--- src/rtl/core_pkg.sv ---
// core_pkg: shared LSU state encoding, register-selector default and bus widths
package core_pkg;
  typedef enum logic [1:0] {IDLE = 2'd0, LO = 2'd1, HI = 2'd2, DONE = 2'd3} lsu_state_e;
  localparam int RF_SEL_W_DEF = 3;
  localparam int BUS_W = 8;
  localparam int WORD_W = 16;
endpackage

--- src/rtl/lsu_rd_assemble.sv ---
// lsu_rd_assemble: builds the write-back word from captured bus bytes, extending byte loads
module lsu_rd_assemble
  import core_pkg::*;
(
  input  logic [BUS_W-1:0]  lo_i,
  input  logic [BUS_W-1:0]  hi_i,
  input  logic              byte_i,
  input  logic              sext_i,
  output logic [WORD_W-1:0] word_o
);
  always_comb begin
    word_o = byte_i ? {{BUS_W{sext_i & lo_i[BUS_W-1]}}, lo_i} : {hi_i, lo_i};
  end
endmodule

--- src/rtl/lsu_16b.sv ---
// lsu_16b: 16-bit load/store unit over an 8-bit little-endian bus; LSU_BYTE_MODE_EN adds byte accesses
module lsu_16b
  import core_pkg::*;
#(
  parameter int RF_SEL_W = RF_SEL_W_DEF
) (
  input  logic                clk,
  input  logic                rst_n,
  input  logic                sched_lsu_req,
  input  logic                sched_lsu_we,
`ifdef LSU_BYTE_MODE_EN
  input  logic                sched_lsu_byte,
  input  logic                sched_lsu_sext,
`endif
  input  logic [RF_SEL_W-1:0] sched_lsu_dst,
  output logic                lsu_ready,
  input  logic [15:0]         lsu_adr,
  input  logic [15:0]         lsu_payload,
  output logic                mem_req,
  output logic                mem_we,
  output logic [15:0]         mem_adr,
  output logic [7:0]          mem_dout,
  input  logic [7:0]          mem_din,
  input  logic                mem_ack,
  output logic                rf_wr_en,
  output logic [RF_SEL_W-1:0] rf_wr_sel,
  output logic [15:0]         rf_wr_data
);
  lsu_state_e state_q, state_d;
  logic [15:0] adr_q, pay_q;
  logic [RF_SEL_W-1:0] dst_q;
  logic [7:0] lo_q, hi_q;
  logic we_q, byte_q, sext_q, busy;
  logic [15:0] asm_word;
`ifndef LSU_BYTE_MODE_EN
  assign byte_q = 1'b0;
  assign sext_q = 1'b0;
`endif
  always_comb begin
    state_d = state_q;
    case (state_q)
      IDLE: state_d = sched_lsu_req ? LO : IDLE;
      LO:   state_d = mem_ack ? (byte_q ? DONE : HI) : LO;
      HI:   state_d = mem_ack ? DONE : HI;
      default: state_d = IDLE;
    endcase
  end
  always_ff @(posedge clk) begin
    if (!rst_n) begin
      state_q <= IDLE;
      adr_q <= '0;
      pay_q <= '0;
      dst_q <= '0;
      we_q <= 1'b0;
      lo_q <= '0;
      hi_q <= '0;
`ifdef LSU_BYTE_MODE_EN
      byte_q <= 1'b0;
      sext_q <= 1'b0;
`endif
    end else begin
      state_q <= state_d;
      if (state_q == IDLE && sched_lsu_req) begin
        adr_q <= lsu_adr;
        pay_q <= lsu_payload;
        dst_q <= sched_lsu_dst;
        we_q <= sched_lsu_we;
`ifdef LSU_BYTE_MODE_EN
        byte_q <= sched_lsu_byte;
        sext_q <= sched_lsu_sext;
`endif
      end
      if (state_q == LO && mem_ack && !we_q) lo_q <= mem_din;
      if (state_q == HI && mem_ack && !we_q) hi_q <= mem_din;
    end
  end
  lsu_rd_assemble u_asm (
    .lo_i   (lo_q),
    .hi_i   (hi_q),
    .byte_i (byte_q),
    .sext_i (sext_q),
    .word_o (asm_word)
  );
  // bus and write-back outputs decode only from state and latched values
  assign busy       = state_q == LO || state_q == HI;
  assign lsu_ready  = state_q == IDLE || !rst_n;
  assign mem_req    = busy;
  assign mem_we     = busy && we_q;
  assign mem_adr    = state_q == HI ? adr_q + 16'd1 : adr_q;
  assign mem_dout   = state_q == HI ? pay_q[15:8] : pay_q[7:0];
  assign rf_wr_en   = state_q == DONE && !we_q;
  assign rf_wr_sel  = dst_q;
  assign rf_wr_data = rf_wr_en ? asm_word : 16'h0000;
endmodule

--- config.mk ---
export PLATFORM = sky130hd
export DESIGN_NAME = lsu_16b
export DESIGN_NICKNAME = d
export VERILOG_FILES = /design/src/rtl/core_pkg.sv /design/src/rtl/lsu_rd_assemble.sv /design/src/rtl/lsu_16b.sv
export SDC_FILE = /design/constraint.sdc
export NUM_CORES = 1
export LEC_CHECK = 0
export ABC_CLOCK_PERIOD_IN_PS = 2600
export CORE_ASPECT_RATIO = 0.75
export CORE_MARGIN = 8
export CORE_UTILIZATION = 47
export DETAILED_ROUTE_END_ITERATION = 16
export PLACE_DENSITY = 0.85
export SLEW_MARGIN = 20
export SYNTH_ARGS = -nofsm -noshare
export SYNTH_HDL_FRONTEND = slang
export SYNTH_SLANG_ARGS = --single-unit
export TNS_END_PERCENT = 5
--- constraint.sdc ---
create_clock -name clk -period 2.6 [get_ports clk]
set_clock_uncertainty 0.05 [all_clocks]
set_input_delay 0.39 -clock clk [delete_from_list [all_inputs] [get_ports clk]]
set_output_delay 0.39 -clock clk [all_outputs]
set_load 0.01 [all_outputs]
==> metrics.md, run 1 <==
| Metric | Value |
|---|---|
| RSZ-0062 raised after global routing | yes |
| FFs w/ async S/R, synth | 0% |
| Hold Vio Cnt, Final | 0 |
| Synth warnings | 0 |
| Syn_area_per_cell | 8.02 um^2 |
| Worst Hold Class | flop to flop |
| Hpwl dp | 5240 um |
| Netlist cell types | 28 |
| H-Tree Depth | 2 |
| Failing checks | setup timing |
| Kind of start point of the critical path | flop |
| Mapped Area | 2440 um^2 |
| CTS Buffer Depth | 2 |
| Status | complete, but fails checks |
| Initial antenna violation count | 0 |
| Synth Instances | 304 |
| Pwr/cell area | 514 nW/um^2 |
| Die X | 99.2 um |
| Fillers | 398 |
| Slew headroom | 62.9% |
| Root Buffer | clkbuf_8 |
| DR iter-0 viols | 91 |
| Worst path slowest cell | clkdlybuf4s50_1 |
| Clk_lat worst skew | 300 ps |
| I/O Buffers | 94 |
| Post-synthesis sequential area ratio | 44.3% |
| Worst-Margin Slew | 554 ps |
| Setup CP Type | flop to primary output |
| Crit. End Element | primary output |
| DP Worst Slack | 90.4 ps |
| Largest net degree at the start of global routing | 29 |
| CP Cell Sequence | inv_1 > ha_2 > and4_4 > nand4_1 > nor2_1 > xor2_1 > clkdlybuf4s50_1 |
| Gr usage total | 17.1% |
| Max Freq | 369 MHz |
| Drt first pass iters | 4 |
| Slew Viols, Final | 0 |
| Total CTS buffers | 5 |
| Minimum clock period | 2710 ps |
| Setup violations, final | 1 |
| CTS Hold Bufs | 0 |
| Antenna Nets Post-Route | 0 |
| Average vias per placed instance | 5.03 |
| VDD IR max | 0.000317 V |
| Layout cell share with drive strength beyond 1 | 8.59% |
| Ys flop type | dfxtp_1 |
| Std-Cell Core Area | 4950 um^2 |
| P_leak | 1.55 nW |
| Final wirelength | 6850 um |
| Core Rows | 22 |
| Die area | 7770 um^2 |
| Util after Layout | 72.8% |
| Crit path required time | 2160 ps |
| I/O pins | 95 |
| Clk slew on worst S/H paths | 90 ps |
| CTS tree | yes |
| Overflow after GRT | 0 |
| FF+latch count, synth | 54 |
| DRC viols | 0 |
| PnR worst setup slack | -108 ps |
| DR WL/cell | 15.0 um |
| Crit path max fanout | 4 |
| First-pass GRT wire length | 11100 um |
| Vias after detailed routing | 2294 |
| Crit path DAT | 2270 ps |
| Post-synth EDFFs | 0 |
| Number of global-route vias before repair | 2296 |
| Max_cap viols | 0 |
| Initial Utilization | 49.2% |
| Clock sink total | 54 |
| Critical Path Max Stage Delay | 550 ps |
| Fin crit share | 104% |
| R2R setup slack | 770 ps |
| Chip Height | 78.4 um |
| Last weighted congestion value of the routability-driven placer | 0.811 |
| Final #Nets | 449 |
| Post-Syn Nets | 357 |
| Area Growth Syn to Fin | 47.8% |
| N_diodes | 0 |
report_power, final:
| group | internal [W] | switching [W] | total [W] |
|---|---|---|---|
| registers | 0.000877 | 0.0000381 | 0.000916 |
| logic | 0.000201 | 0.000166 | 0.000368 |
| clock network | 0.000308 | 0.000260 | 0.000569 |
| total | 0.00139 | 0.000465 | 0.00185 |
registers in the layout (all words and copies together), names as in the netlist:
register   cells
rf_wr_sel      3
hi_q           8
we_q           1
lo_q           8
pay_q         16
adr_q         16
state_q        2
logic make-up (layout without fill, tap and decap cells):
family,after synthesis,count (layout),synth area share [%]
fa+ha+maj,5,5,2.57
mux,17,17,7.44
flops,54,54,44.3
buf+inv,19,111,3.18
simple gates,148,148,27.5
compound gates,46,46,9.59
xor+xnor,15,15,5.39
cell usage after synthesis (2+ instances only):
cell type  count  area [um^2]
inv_1          2         7.51
mux2i_1        8         80.1
xnor2_1        7         61.3
nand2_1       98          368
nand2b_1       2         12.5
buf_2          5         25.0
xor2_1         8         70.1
nor2b_1        2         12.5
clkbuf_1      11         41.3
dfxtp_1       54         1080
nand3_1        5         25.0
ha_1           5         62.6
nor2_1        13         48.8
a21oi_1       45          225
mux2_2         9          101
and2_1        18          113
cells in the final DEF (no fill, tap or decap), types with 2 or more instances in the layout:
| cell type | count |
|---|---|
| dfxtp_1 | 54 |
| a21oi_1 | 45 |
| nor2b_1 | 2 |
| mux2_2 | 9 |
| xor2_1 | 8 |
| dlygate4sd2_1 | 2 |
| nand2_1 | 98 |
| xnor2_1 | 7 |
| nand3_1 | 5 |
| ha_1 | 4 |
| buf_4 | 5 |
| mux2i_1 | 8 |
| clkdlybuf4s50_1 | 85 |
| nor2_1 | 12 |
| buf_12 | 2 |
| dlymetal6s2s_1 | 6 |
| inv_1 | 2 |
| clkbuf_8 | 6 |
| nand2b_1 | 2 |
| and2_1 | 18 |
what timing repair did:
| action | 4_1_cts | 5_1_grt |
|---|---|---|
| setup buffers | 0 | 0 |
| gates resized for setup | 3 | 12 |
| pin swaps | 0 | 1 |
| setup endpoints to repair | 5 | 9 |
worst paths after layout:
check | from | to | depth (start not counted)
max | state_q[0] | mem_adr[13] | 7
min | hi_q[6] | hi_q[6] | 2
max reg2reg | state_q[0] | hi_q[0] | 7
min reg2reg | hi_q[6] | hi_q[6] | 2
worst max-delay path, delay by kind of cell, from the launching register on:
kind / cells / cell delay (ps)
XOR/XNOR: 1 / 160
AND/OR/NAND/NOR: 3 / 600
adder cells (fa/ha/maj): 1 / 210
buffers and inverters: 2 / 650
flip-flops: 1 / 340
cell type report:
class	instances	area [um^2]	share of cell area (%)
flip-flops and latches	54	1080	30.0
multi-input cells	231	1300	36.0
clock buffers	6	82.6	2.29
clock inverters	1	30.0	0.833
repair buffers	101	1030	28.5
inverters	3	11.3	0.312
well taps	60	75.1	2.08
stage by stage:
stage / setup TNS, ps / area, um^2 / instances / total power, W / hold WS [ps]
floorplan: 0 / 2440 / 304 / 0.00110 / 382
global placement: 0 / 3470 / 449 / 0.00130 / 388
detailed placement: 0 / 3470 / 449 / 0.00131 / 392
CTS: -314 / 3570 / 456 / 0.00186 / 405
global route: -254 / 3600 / 456 / 0.00193 / 425
finish: -108 / 3600 / 456 / 0.00185 / 404
per-layer routing:
metal / vias up / global-route usage [%] / part of all wire, % / wire [um]
met4: 0 / 4.52 / 0.89 / 61
met1: 1059 / 19.9 / 45 / 3080
met5: - / 0 / 0 / 0
met2: 58 / 30.2 / 48 / 3300
met3: 7 / 5.02 / 6.0 / 408
li1: 1170 / - / - / -
(Power assumes the default switching activity.)
==> inputs of run 2 (changes only) <==
--- a/config.mk
+++ b/config.mk
@@ -8,11 +8,12 @@
 export ABC_CLOCK_PERIOD_IN_PS = 2600
 export CORE_ASPECT_RATIO = 0.75
 export CORE_MARGIN = 8
-export CORE_UTILIZATION = 47
+export CORE_UTILIZATION = 48
 export DETAILED_ROUTE_END_ITERATION = 16
-export PLACE_DENSITY = 0.85
+export PLACE_DENSITY = 0.86
 export SLEW_MARGIN = 20
 export SYNTH_ARGS = -nofsm -noshare
 export SYNTH_HDL_FRONTEND = slang
+export SYNTH_HIERARCHICAL = 1
 export SYNTH_SLANG_ARGS = --single-unit
 export TNS_END_PERCENT = 5
==> run 2 against run 1 <==
The run now ends clean. Die area rose by 3.0%. First-iteration DRC count fell by 41%. Sequential power rose by 0.4%. Worst hold slack improved by 3.5 ps. Largest power group unchanged.
==> metrics.md, run 2 <==
| Metric | Value |
|---|---|
| Initial antenna violation count | 0 (unchanged) |
| CTS Buffer Depth | 2 (unchanged) |
| Commonest non-fill, non-tap cell in the layout | nand2_1 (unchanged) |
| RSZ-0062 raised after global routing | no (was yes) |
| P_leak | 1.50 nW (was 1.55 nW) |
| Most common cell in the netlist | nand2_1 (unchanged) |
| DR WL/cell | 13.7 um (was 15.0 um) |
| DRC viols | 0 (unchanged) |
| Fillers | 440 (was 398) |
| Crit. End Element | primary output (unchanged) |
| Fin crit share | 96.7% (was 104%) |
| Switch share | 26.7% (was 25.1%) |
| Post-synth EDFFs | 0 (unchanged) |
| Slew headroom | 59.4% (was 62.9%) |
| Status | finished clean (was complete, but fails checks) |
| Die X | 101 um (was 99.2 um) |
| H-Tree Depth | 2 (unchanged) |
| Initial Utilization | 49.0% (was 49.2%) |
| Sequential Power Share | 52.1% (was 49.4%) |
| Worst-Margin Slew | 608 ps (was 554 ps) |
| Post-synthesis sequential area ratio | 41.9% (was 44.3%) |
| Gate power share | 20.9% (was 19.8%) |
| Core Rows | 23 (was 22) |
| Post-synth top area share | 41.9% (was 44.3%) |
| Worst path slowest cell | clkdlybuf4s50_1 (unchanged) |
| FF+latch count, synth | 54 (unchanged) |
| Clock sink total | 54 (unchanged) |
| DP Worst Slack | 111 ps (was 90.4 ps) |
| PnR worst setup slack | 86.4 ps (was -108 ps) |
| Setup CP Type | flop to primary output (unchanged) |
| Setup violations, final | 0 (was 1) |
| Largest net degree at the start of global routing | 29 (unchanged) |
| I/O pins | 95 (unchanged) |
| Minimum clock period | 2510 ps (was 2710 ps) |
| Average vias per placed instance | 4.80 (was 5.03) |
| Hold slack | 407 ps (was 404 ps) |
| Final instance area | 3720 um^2 (was 3600 um^2) |
| Crit path max fanout | 4 (unchanged) |
| Drt first pass iters | 4 (unchanged) |
| NetSw | 0.000471 W (was 0.000465 W) |
| CP Cell Sequence | ha_1 > nand4_4 > nor2b_2 > nand3_1 > xnor2_1 > clkdlybuf4s50_1 (was inv_1 > ha_2 > and4_4 > nand4_1 > nor2_1 > xor2_1 > clkdlybuf4s50_1) |
| Last weighted congestion value of the routability-driven placer | 0.852 (was 0.811) |
| Synth warnings | 6 (was 0) |
| CTS tree | yes (unchanged) |
| Kind of cell adding the most delay to the critical path | buffers and inverters (unchanged) |
| Max Freq | 398 MHz (was 369 MHz) |
| FFs w/ async S/R, synth | 0% (unchanged) |
| Synth area leader | dfxtp_1 (unchanged) |
| Overflow after GRT | 0 (unchanged) |
| Final wirelength | 6820 um (was 6850 um) |
| I/O Buffers | 94 (unchanged) |
| Slew Viols, Final | 0 (unchanged) |
| Biggest regs | adr_q x16, pay_q x16 (unchanged) |
| Commonest cells in the netlist | nand2_1 (98), dfxtp_1 (54), a21oi_1 (45) (unchanged) |
| Pwr/cell area | 475 nW/um^2 (was 514 nW/um^2) |
| Die area | 8010 um^2 (was 7770 um^2) |
| Clock network power share | 27.0% (was 30.7%) |
| Mapped Area | 2580 um^2 (was 2440 um^2) |
| Hold Vio Cnt, Final | 0 (unchanged) |
| Crit path DAT | 2070 ps (was 2270 ps) |
| Vias after detailed routing | 2397 (was 2294) |
| P_int | 0.00129 W (was 0.00139 W) |
| Crit path buffers/inverters | 1 (was 2) |
| Std-Cell Core Area | 5270 um^2 (was 4950 um^2) |
| Area Growth Syn to Fin | 44.1% (was 47.8%) |
| Worst Hold Class | flop to flop (unchanged) |
| Clk_lat worst skew | 300 ps (about the same) |
| Critical Path Max Stage Delay | 560 ps (was 550 ps) |
| Clk slew on worst S/H paths | 100 ps (was 90 ps) |
| Setup TNS Final | 0 ps (was -108 ps) |
| Largest cells by area after synthesis | dfxtp_1 (42%), nand2_1 (14%), a21oi_1 (8.7%) (was dfxtp_1 (44%), nand2_1 (15%), a21oi_1 (9.2%)) |
| Kind of start point of the critical path | flop (unchanged) |
| Hpwl dp | 5300 um (was 5240 um) |
| Crit path required time | 2160 ps (about the same) |
| Gr usage total | 17.1% (about the same) |
| Final #Nets | 476 (was 449) |
| Max_cap viols | 0 (unchanged) |
| Netlist cell types | 32 (was 28) |
| Root Buffer | clkbuf_8 (unchanged) |
| Util after Layout | 70.7% (was 72.8%) |
| VDD IR max | 0.000263 V (was 0.000317 V) |
| Ys flop type | dfxtp_1 (unchanged) |
| DR iter-0 viols | 54 (was 91) |
| DP Area | 3590 um^2 (was 3470 um^2) |
| Antenna Nets Post-Route | 0 (unchanged) |
| Layout cell share with drive strength beyond 1 | 8.49% (was 8.59%) |
| Total CTS buffers | 5 (unchanged) |
| Synth Instances | 330 (was 304) |
| CTS Hold Bufs | 0 (unchanged) |
| Most frequent cells in the layout | nand2_1 (98), clkdlybuf4s50_1 (88), dfxtp_1 (53), a21oi_1 (45), and2_1 (18) (was nand2_1 (98), clkdlybuf4s50_1 (85), dfxtp_1 (54), a21oi_1 (45), and2_1 (18)) |
| First-pass GRT wire length | 11300 um (was 11100 um) |
| Number of global-route vias before repair | 2486 (was 2296) |
| N_diodes | 0 (unchanged) |
| Syn_area_per_cell | 7.83 um^2 (was 8.02 um^2) |
| Chip Height | 79.5 um (was 78.4 um) |
==> run 2: cell types whose count changed in the layout (fill, tap and decap cells not counted), moves of 2 or more <==
cell	change
conb_1	+10
o21ai_0	+8
inv_1	+7
dlymetal6s2s_1	-5
clkdlybuf4s50_1	+3
dlygate4sd2_1	+2
==> run 2: path summary, 6_finish.rpt <==
path                      from           end  slack [ps]  cells after the start
setup reg to reg    state_q[1]      adr_q[5]         840                      6
setup / recovery      adr_q[1]   mem_adr[12]          90                      6
hold reg to reg   rf_wr_sel[0]  rf_wr_sel[0]         410                      2
hold / removal    rf_wr_sel[0]  rf_wr_sel[0]         410                      2
==> run 2: stage by stage <==
step	std cells	power, W
6_report	499	0.00177
5_1_grt	499	0.00185
4_1_cts	498	0.00178
3_5_place_dp	490	0.00131
3_3_place_gp	490	0.00130
2_1_floorplan	339	0.00111
==> run 2: worst register-to-register path: stages, from the launching register on <==
cell	delay, ps
dfxtp_1	420
inv_1	110
ha_1	230
nand2_1	420
buf_12	240
nand2_1	70
a21oi_1	160
==> run 2: logic make-up (layout without fill, tap and decap cells) <==
kind of cell / Yosys count / count (layout) / synth area share (%)
and+or+nand+nor: 149 / 149 / 26.4
AOI/OAI and AO/OA: 54 / 54 / 10.6
DFF: 54 / 54 / 41.9
buffers and inverters: 35 / 120 / 6.49
muxes: 17 / 17 / 7.03
xor gates and xnor gates: 15 / 15 / 5.09
adders and majority gates: 5 / 5 / 2.42
other: 1 / 10 / 0.145
==> run 2: timing repair <==
item                       in CTS  in global routing
pin swaps                       0                  0
resized for setup               6                  8
cloned                          0                  0
setup buffers                   0                  1
setup endpoints to repair       6                  7
==> run 2: power groups by stage <==
stage          clock network (W)  logic, W  registers, W
2_1_floorplan                  0  0.000182      0.000927
3_3_place_gp                   0  0.000365      0.000932
3_5_place_dp                   0  0.000371      0.000937
4_1_cts                 0.000488  0.000370      0.000917
5_1_grt                 0.000521  0.000406      0.000927
6_report                0.000477  0.000369      0.000920
==> run 2: per-layer routing <==
metal | part of all wire, % | GRT usage (%) | vias to the layer above
li1 | - | - | 1229
met4 | 0.45 | 3.91 | 0
met1 | 43 | 19.4 | 1108
met2 | 49 | 30.5 | 58
met3 | 7.8 | 5.31 | 2
met5 | 0 | 0 | -
==> run 2: layout make-up <==
type	count	area (um^2)	share of cell area, %
Multi-Input combinational cell	250	1400	37.5
Clock buffer	7	86.3	2.32
Timing Repair Buffer	101	1020	27.3
Inverter	11	41.3	1.11
Tap cell	75	93.8	2.52
Clock inverter	1	5.00	0.134
Sequential cell	54	1080	29.1
